### config.mk
export PLATFORM = sky130hd
export DESIGN_NAME = led_count_gen
export DESIGN_NICKNAME = d
export VERILOG_FILES = /design/src/rtl/led_count_pkg.sv /design/src/rtl/led_count_prescaler.sv /design/src/rtl/led_count_gen.sv
export SDC_FILE = /design/constraint.sdc
export NUM_CORES = 1
export LEC_CHECK = 0
export ABC_AREA = 1
export CORE_ASPECT_RATIO = 0.5
export CORE_UTILIZATION = 25
export CTS_CLUSTER_DIAMETER = 150
export DETAILED_ROUTE_END_ITERATION = 16
export MAX_ROUTING_LAYER = met4
export PLACE_DENSITY = 0.45
export REMOVE_ABC_BUFFERS = 1
export SLEW_MARGIN = 15
export SYNTH_ARGS = -nofsm -noshare
export SYNTH_HDL_FRONTEND = slang
export SYNTH_SLANG_ARGS = --single-unit
export TNS_END_PERCENT = 20
### constraint.sdc
create_clock -name clk -period 3.6 [get_ports clk]
set_input_delay 0.72 -clock clk [delete_from_list [all_inputs] [get_ports clk]]
set_output_delay 0.72 -clock clk [all_outputs]
set_load 0.1 [all_outputs]
### src/rtl/led_count_pkg.sv
// Shared definitions for the LED-rate counter: mode encodings.
package led_count_pkg;

   localparam int unsigned MODE_W = 2;

   typedef logic [MODE_W-1:0] mode_t;

   localparam mode_t MODE_UP     = 2'b00;
   localparam mode_t MODE_DOWN   = 2'b01;
   localparam mode_t MODE_BOUNCE = 2'b10;
   localparam mode_t MODE_HOLD   = 2'b11;

endpackage

### src/rtl/led_count_prescaler.sv
// Free-running prescaler: one step strobe per 2^PRE_BITS enabled clocks.
module led_count_prescaler #(
   parameter int unsigned PRE_BITS = 25
) (
   input  logic clk,
   input  logic rst_n,
   input  logic en,
   input  logic clr,
   output logic step
);

   logic [PRE_BITS-1:0] pre_q;
   logic [PRE_BITS-1:0] pre_d;

   // clr restarts the period even while disabled so a load always gets a full period.
   always_comb begin
      pre_d = pre_q;
      if (clr) begin
         pre_d = '0;
      end else if (en) begin
         pre_d = pre_q + 1'b1;
      end
   end

   always_ff @(posedge clk or negedge rst_n) begin
      if (!rst_n) begin
         pre_q <= '0;
      end else begin
         pre_q <= pre_d;
      end
   end

   assign step = en && (pre_q == '1);

endmodule

### src/rtl/led_count_gen.sv
// LED-rate counter with up/down/bounce/hold modes and synchronous load.
// Optional wrap_pulse output enabled by defining LED_COUNT_WRAP_PULSE_EN.
module led_count_gen
   import led_count_pkg::*;
#(
   parameter int unsigned     WIDTH     = 4,
   parameter int unsigned     PRE_BITS  = 25,
   parameter logic [WIDTH-1:0] RESET_VAL = WIDTH'(4'hF)
) (
   input  logic              clk,
   input  logic              rst_n,
   input  logic              en,
   input  logic [MODE_W-1:0] mode,
   input  logic              load,
   input  logic [WIDTH-1:0]  load_val,
   output logic [WIDTH-1:0]  count_out,
   output logic              dir_up
`ifdef LED_COUNT_WRAP_PULSE_EN
   ,
   output logic              wrap_pulse
`endif
);

   localparam logic [WIDTH-1:0] CntMax = '1;

   logic             step;
   logic [WIDTH-1:0] count_q;
   logic [WIDTH-1:0] count_d;
   logic             dir_q;
   logic             dir_d;
   logic             at_max;
   logic             at_min;

   led_count_prescaler #(
      .PRE_BITS (PRE_BITS)
   ) u_prescaler (
      .clk   (clk),
      .rst_n (rst_n),
      .en    (en),
      .clr   (load),
      .step  (step)
   );

   assign at_max = (count_q == CntMax);
   assign at_min = (count_q == '0);

   // Load wins over step; a step in hold mode leaves the count alone.
   always_comb begin
      count_d = count_q;
      dir_d   = dir_q;
      if (load) begin
         count_d = load_val;
      end else if (step) begin
         case (mode)
            MODE_UP:   count_d = count_q + 1'b1;
            MODE_DOWN: count_d = count_q - 1'b1;
            MODE_BOUNCE: begin
               if (dir_q) begin
                  if (at_max) begin
                     count_d = CntMax - 1'b1;
                     dir_d   = 1'b0;
                  end else begin
                     count_d = count_q + 1'b1;
                  end
               end else begin
                  if (at_min) begin
                     count_d = WIDTH'(1);
                     dir_d   = 1'b1;
                  end else begin
                     count_d = count_q - 1'b1;
                  end
               end
            end
            default: count_d = count_q;
         endcase
      end
   end

   always_ff @(posedge clk or negedge rst_n) begin
      if (!rst_n) begin
         count_q <= RESET_VAL;
         dir_q   <= 1'b1;
      end else begin
         count_q <= count_d;
         dir_q   <= dir_d;
      end
   end

   assign count_out = count_q;
   assign dir_up    = dir_q;

`ifdef LED_COUNT_WRAP_PULSE_EN
   logic wrap_d;
   logic wrap_q;

   // A wrap or bounce reversal only happens on a step that a load did not override.
   always_comb begin
      wrap_d = 1'b0;
      if (step && !load) begin
         case (mode)
            MODE_UP:     wrap_d = at_max;
            MODE_DOWN:   wrap_d = at_min;
            MODE_BOUNCE: wrap_d = dir_q ? at_max : at_min;
            default:     wrap_d = 1'b0;
         endcase
      end
   end

   always_ff @(posedge clk or negedge rst_n) begin
      if (!rst_n) begin
         wrap_q <= 1'b0;
      end else begin
         wrap_q <= wrap_d;
      end
   end

   assign wrap_pulse = wrap_q;
`endif

endmodule

== Word-level counts from Yosys, hierarchy flattened ==
Index checks and enable logic that the tools add are counted.

* Register bits after elaboration: 30
* Latch bits: 0
* Bits in writable memories: 0
* ROM bits: 0
* Input bits: 10
* Output and inout port bits: 5
* Word-level logic and storage cells: 30
* Memories: 0

* $add $sub $neg: 3
* Multiply operators: 0
* Divide/modulo/power cells: 0
* Order comparisons: 0
* Equality and inequality tests: 4
* Shift operators: 0
* Mux-type cells: 11
* Bitwise logic cells: 1
* Reduce and logical (&&, ||, !) cells: 8

{| class="wikitable"
|+ Operator list
! operator !! number
|-
| $mux W25 || 2
|-
| $add A25 B1 Y25 const B || 1
|-
| $eq A25 B25 Y1 const B || 1
|-
| $mux W4 || 5
|-
| $pmux W4 S3 || 1
|-
| $add A4 B1 Y4 const B || 1
|-
| $eq A4 B4 Y1 const B || 1
|-
| $logic_not A4 Y1 || 1
|-
| $reduce_bool A2 Y1 || 2
|-
| $reduce_bool A4 Y1 || 1
|-
| $sub A4 B1 Y4 const B || 1
|-
| $mux W1 || 3
|-
| $reduce_and A3 Y1 || 1
|-
| $eq A2 B1 Y1 const B || 1
|-
| $eq A2 B2 Y1 const B || 1
|-
| $logic_not A2 Y1 || 1
|-
| $reduce_and A2 Y1 || 1
|-
| $logic_and A1 B1 Y1 || 1
|-
| $not A1 Y1 || 1
|}

== Logic depth before layout (Yosys ltp) ==
* Depth in word-level cells: 6
* Mapped depth: 12
* Gate-level depth less buffers: 11

== By module ==
From an unflattened synthesis, not the netlist that was laid out.

* Cell total of the unflattened synthesis: 327
* Area, all modules: 2194.6 um^2

{| class="wikitable"
|+ By module, submodules not included
! module !! times used !! cells each !! area an instance (um^2) !! sequential area each (um^2)
|-
| led_count_prescaler || 1 || 231 || 1601.5 || 625.6
|-
| led_count_gen || 1 || 96 || 593.1 || 131.4
|}

== Worst setup path before layout ==
OpenSTA, ideal clock, no wires.

* Path type: register to register
* Start: register count_q[0], in the netlist count_out[0]
* End: register count_q[1], in the netlist count_out[1]
* Library setup time: 62 ps
* Data arrival time: 1888 ps
* Required time: 3538 ps
* Setup slack: 1650 ps
* Stages on the path, launching flop included: 12
* Buffers on the path: 0
* Period minus slack after synthesis: 1950 ps
* Cell sequence: dfstp_2 -> inv_1 -> ha_1 -> inv_1 -> nor2_1 -> nand2_1 -> nand3_1 -> o21ai_0 -> nand2_1 -> nand2_1 -> nand3_1 -> nand2_1

* Word-level cells in the longest chain between the ends: 6
* Elaborated cells between the ends (all ways): 10
* Classes of those cells: add/sub: 2; eq/ne: 1; mux: 6; reduce/logical: 1

{| class="wikitable"
|+ Ends and longest elaborated chain
! item !! line !! text
|-
| start, declared || led_count_gen.sv:27 || <nowiki>logic [WIDTH-1:0] count_q;</nowiki>
|-
| start signal, assigned || led_count_gen.sv:84 || <nowiki>count_q <= count_d;</nowiki>
|-
| $sub A4 B1 Y4 (tied with other cells) || led_count_gen.sv:56, led_count_gen.sv:70 ||
|-
| $mux W4 (on tied branches) || led_count_gen.sv:66, led_count_gen.sv:59 ||
|-
| $mux W4 || led_count_gen.sv:58 || <nowiki>if (dir_q) begin</nowiki>
|-
| $pmux W4 S3 * || led_count_gen.sv:54 || <nowiki>case (mode)</nowiki>
|-
| $mux W4 * || led_count_gen.sv:53 || <nowiki>end else if (step) begin</nowiki>
|-
| $mux W4 * || led_count_gen.sv:51 || <nowiki>if (load) begin</nowiki>
|}

Mark *: on every way between the ends. The rest lies on a longest branch, timed or not. The select of a mux whose other input is x is not followed.
A chain may end at the register's enable or synchronous reset.

== Worst setup path in the final report ==
* Start: input port load
* End: register u_prescaler.pre_q[7]

* Word-level cells in the longest chain between the ends: 1
* Elaborated cells between the ends (all ways): 2
* Classes of those cells: mux: 1; reduce/logical: 1

{| class="wikitable"
|+ Ends and longest elaborated chain
! item !! line !! text
|-
| start, declared || led_count_gen.sv:14 || <nowiki>input logic load,</nowiki>
|-
| $mux W25 / $reduce_bool A2 Y1 (equally long branches) || -- ||
|-
| end signal, assigned || led_count_prescaler.sv:29 || <nowiki>pre_q <= pre_d;</nowiki>
|-
| end, declared || led_count_prescaler.sv:12 || <nowiki>logic [PRE_BITS-1:0] pre_q;</nowiki>
|}

Several ways; a longest one is shown, not always the timed one.

==> results.cfg <==
[run_status]
status = finished clean

[synth]
synth_area_um2 = 2040
yosysMostFrequentCell = nand2_1
synth_flop_cell = dfrtp_1
yosys.area.top_type = dfrtp_1
synth_cell_types = 28
synth-async-reset-ratio = 1.00
synth_edf_count = 0
syn_inst = 306
yosysSeqAreaShare = 0.371
syn_avg_cell_area_um2 = 6.66
synth_top_area_frac = 0.307
yosysWarnings = 0
synth-seq-cells = 30
synthTopCellsByCount = 89 x nand2_1, 39 x inv_1, 37 x nor2_1
synthTopCellsByArea = dfrtp_1 31%, nand2_1 16%, nand3_1 8.1%

[detailed_routing]
drt-wirelength-per-cell_um = 11.8
dr.pass1.iters = 4
post-route-drc-count = 0
dr_total_vias = 1957
vias_per_cell = 4.53
routed_wl_um = 5090
drt_iter0_drc = 92
drt.antenna.violating_nets = 0

[cts]
clk_pin_slew_worst_paths_ns = 0.05
cts_buffer_depth = 2
cts_tree = yes
postCtsSetupBuffers = 0
htreeDepth = 2
hold_buffers = 0
root_buffer = clkbuf_16
clock_sinks = 30
clk_latency_ns = 0.27
postCtsResizedCells = 0
cts_buffers = 5

[setup_path]
cp-end-kind = flip-flop
worst-r2r-cell-count = 10
required_ns = 3.79
crit_path_max_fanout = 33
critical_path_class = in2reg
critPathArrivalTime_ns = 2.66
startpoint_type = input port

[pwr]
p_leak_nw = 1.09
combPwrFrac = 0.182
p_int_mw = 0.658
powerDensity_nw_per_um2 = 389
clock_power_share = 0.426
p_switching_mw = 0.284
seq_power_share = 0.391
switching_share = 0.302
ir_drop_uv = 178

[die]
fp.dieArea_um2 = 8540
floorplan.io_pins = 15
rows = 22
start_util = 0.268
die_y_um = 65.8
core_um2 = 7600
fp.dieW_um = 130

[sta]
setup-violations-final = 0
fmax_mhz = 404
slew_viol_final = 0
period_share = 0.688
tightest_slew_ns = 1.04
hold_slack_ns = 0.517
hold_viol = 0
setup_tns_ns = 0
skew_ns = 0.00811
slew-limit-headroom = 0.303
rsz0062_at_grt = no
min_period_ns = 2.48

[place]
gp_congestion = 0.792
dp.final_hpwl_um = 3740
numPortBuffers = 14

[cells_and_area]
final_nets = 339
syn2layout_area_growth_pct = 19.0
layout-drive-gt1-share = 0.102
n_antenna_cell = 0
n_fill_cell = 846

[flow_run]
maxCapViolations = 0

[global_routing]
grt_pass1_vias = 1880
grt_pass1_wl_um = 8690
grt_overflow = 0
antenna_found_initial = 0
track_usage = 0.135
grt_max_degree = 34

[worst_hold_path]
min_path_cells = 1
hold_path_class = reg2reg
[layer usage]
layer | part of all wire | GRT usage | vias to the layer above
li1 | - | - | 1014
met1 | 0.53 | 0.173 | 905
met2 | 0.43 | 0.216 | 36
met3 | 0.038 | 0.0332 | 2
met4 | 0.0037 | 0.0305 | 0
met5 | 0 | - | -
[power by group through the flow]
stage / clock [mW] / combinational [mW] / sequential (mW)
after CTS: 0.409 / 0.174 / 0.369
after global routing: 0.427 / 0.191 / 0.371
after detailed placement: 0 / 0.173 / 0.374
after floorplan: 0 / 0.0766 / 0.418
final: 0.402 / 0.172 / 0.369
after global placement: 0 / 0.173 / 0.375
[cell type report]
class	instances	area, µm²	share of cell area
Clock inverter	2	10.0	0.00413
Inverter	42	158	0.0650
Timing Repair Buffer	15	135	0.0557
Sequential cell	30	757	0.312
Tap cell	108	135	0.0557
Multi-Input combinational cell	229	1100	0.454
Clock buffer	6	129	0.0531
[critical path, stage by stage]
cell and delay (ns):
clkdlybuf4s50_1 0.60, inv_1 0.86, o21ai_0 0.29, a22oi_1 0.20
[per-stage QoR]
| stage | util | setup WS (ns) | instance area [µm²] | instances | power, mW |
|---|---|---|---|---|---|
| final | 0.319 | 1.12 | 2420 | 432 | 0.942 |
| after global routing | 0.319 | 0.962 | 2420 | 432 | 0.988 |
| after global placement | 0.301 | 0.931 | 2290 | 424 | 0.548 |
| after detailed placement | 0.301 | 0.840 | 2290 | 424 | 0.548 |
| after floorplan | - | 1.60 | 2020 | 301 | 0.495 |
| after CTS | 0.319 | 1.12 | 2420 | 432 | 0.952 |
[kinds of logic after synthesis]
| kind of cell | synth area share |
|---|---|
| AO/OA/AOI/OAI | 0.0853 |
| XOR/XNOR | 0.0129 |
| adder cells (fa/ha/maj) | 0.0368 |
| buffers and inverters | 0.0884 |
| flip-flops | 0.371 |
| AND/OR/NAND/NOR | 0.405 |
[layout by cell type, fill, tap and decap left out]
master | netlist | layout
nand2_2 | 2 | 2
clkinv_2 | 0 | 2
clkbuf_16 | 0 | 5
dfstp_2 | 5 | 5
nand2_1 | 89 | 89
a211oi_1 | 1 | 1
nand3_2 | 1 | 1
or2_2 | 1 | 1
o21ai_0 | 13 | 13
nor2_1 | 37 | 37
nor3_2 | 2 | 2
nand2b_1 | 1 | 1
nand4_1 | 8 | 8
inv_2 | 3 | 3
a31oi_1 | 1 | 1
nand3_1 | 33 | 33
nor3_1 | 7 | 7
nor2_2 | 4 | 4
nor2_4 | 2 | 2
a22oi_1 | 1 | 1
ha_1 | 6 | 6
clkbuf_1 | 1 | 1
o211ai_1 | 1 | 1
xnor2_1 | 3 | 3
o21ai_1 | 1 | 1
dfrtp_1 | 25 | 25
inv_1 | 39 | 39
clkdlybuf4s50_1 | 0 | 9
a21oi_1 | 15 | 15
buf_4 | 0 | 6
[sequential cells by signal, indices dropped and copies added (netlist names)]
| name | cells |
|---|---|
| count_out | 4 |
| dir_up | 1 |
| u_prescaler.pre_q | 25 |
[path summary, 6_finish.rpt]
kind,slack [ns],endpoint,from
max reg2reg,1.80,u_prescaler.pre_q[24]$_DFFE_PN0P_,u_prescaler.pre_q[1]$_DFFE_PN0P_
min,0.52,u_prescaler.pre_q[10]$_DFFE_PN0P_,u_prescaler.pre_q[10]$_DFFE_PN0P_
min reg2reg,0.52,u_prescaler.pre_q[10]$_DFFE_PN0P_,u_prescaler.pre_q[10]$_DFFE_PN0P_
max,1.12,u_prescaler.pre_q[7]$_DFFE_PN0P_,load
max in group asynchronous,2.42,count_out[0]$_DFFE_PN1P_,rst_n
min in group asynchronous,0.85,u_prescaler.pre_q[15]$_DFFE_PN0P_,rst_n
Power figures use the tool's default switching activity.
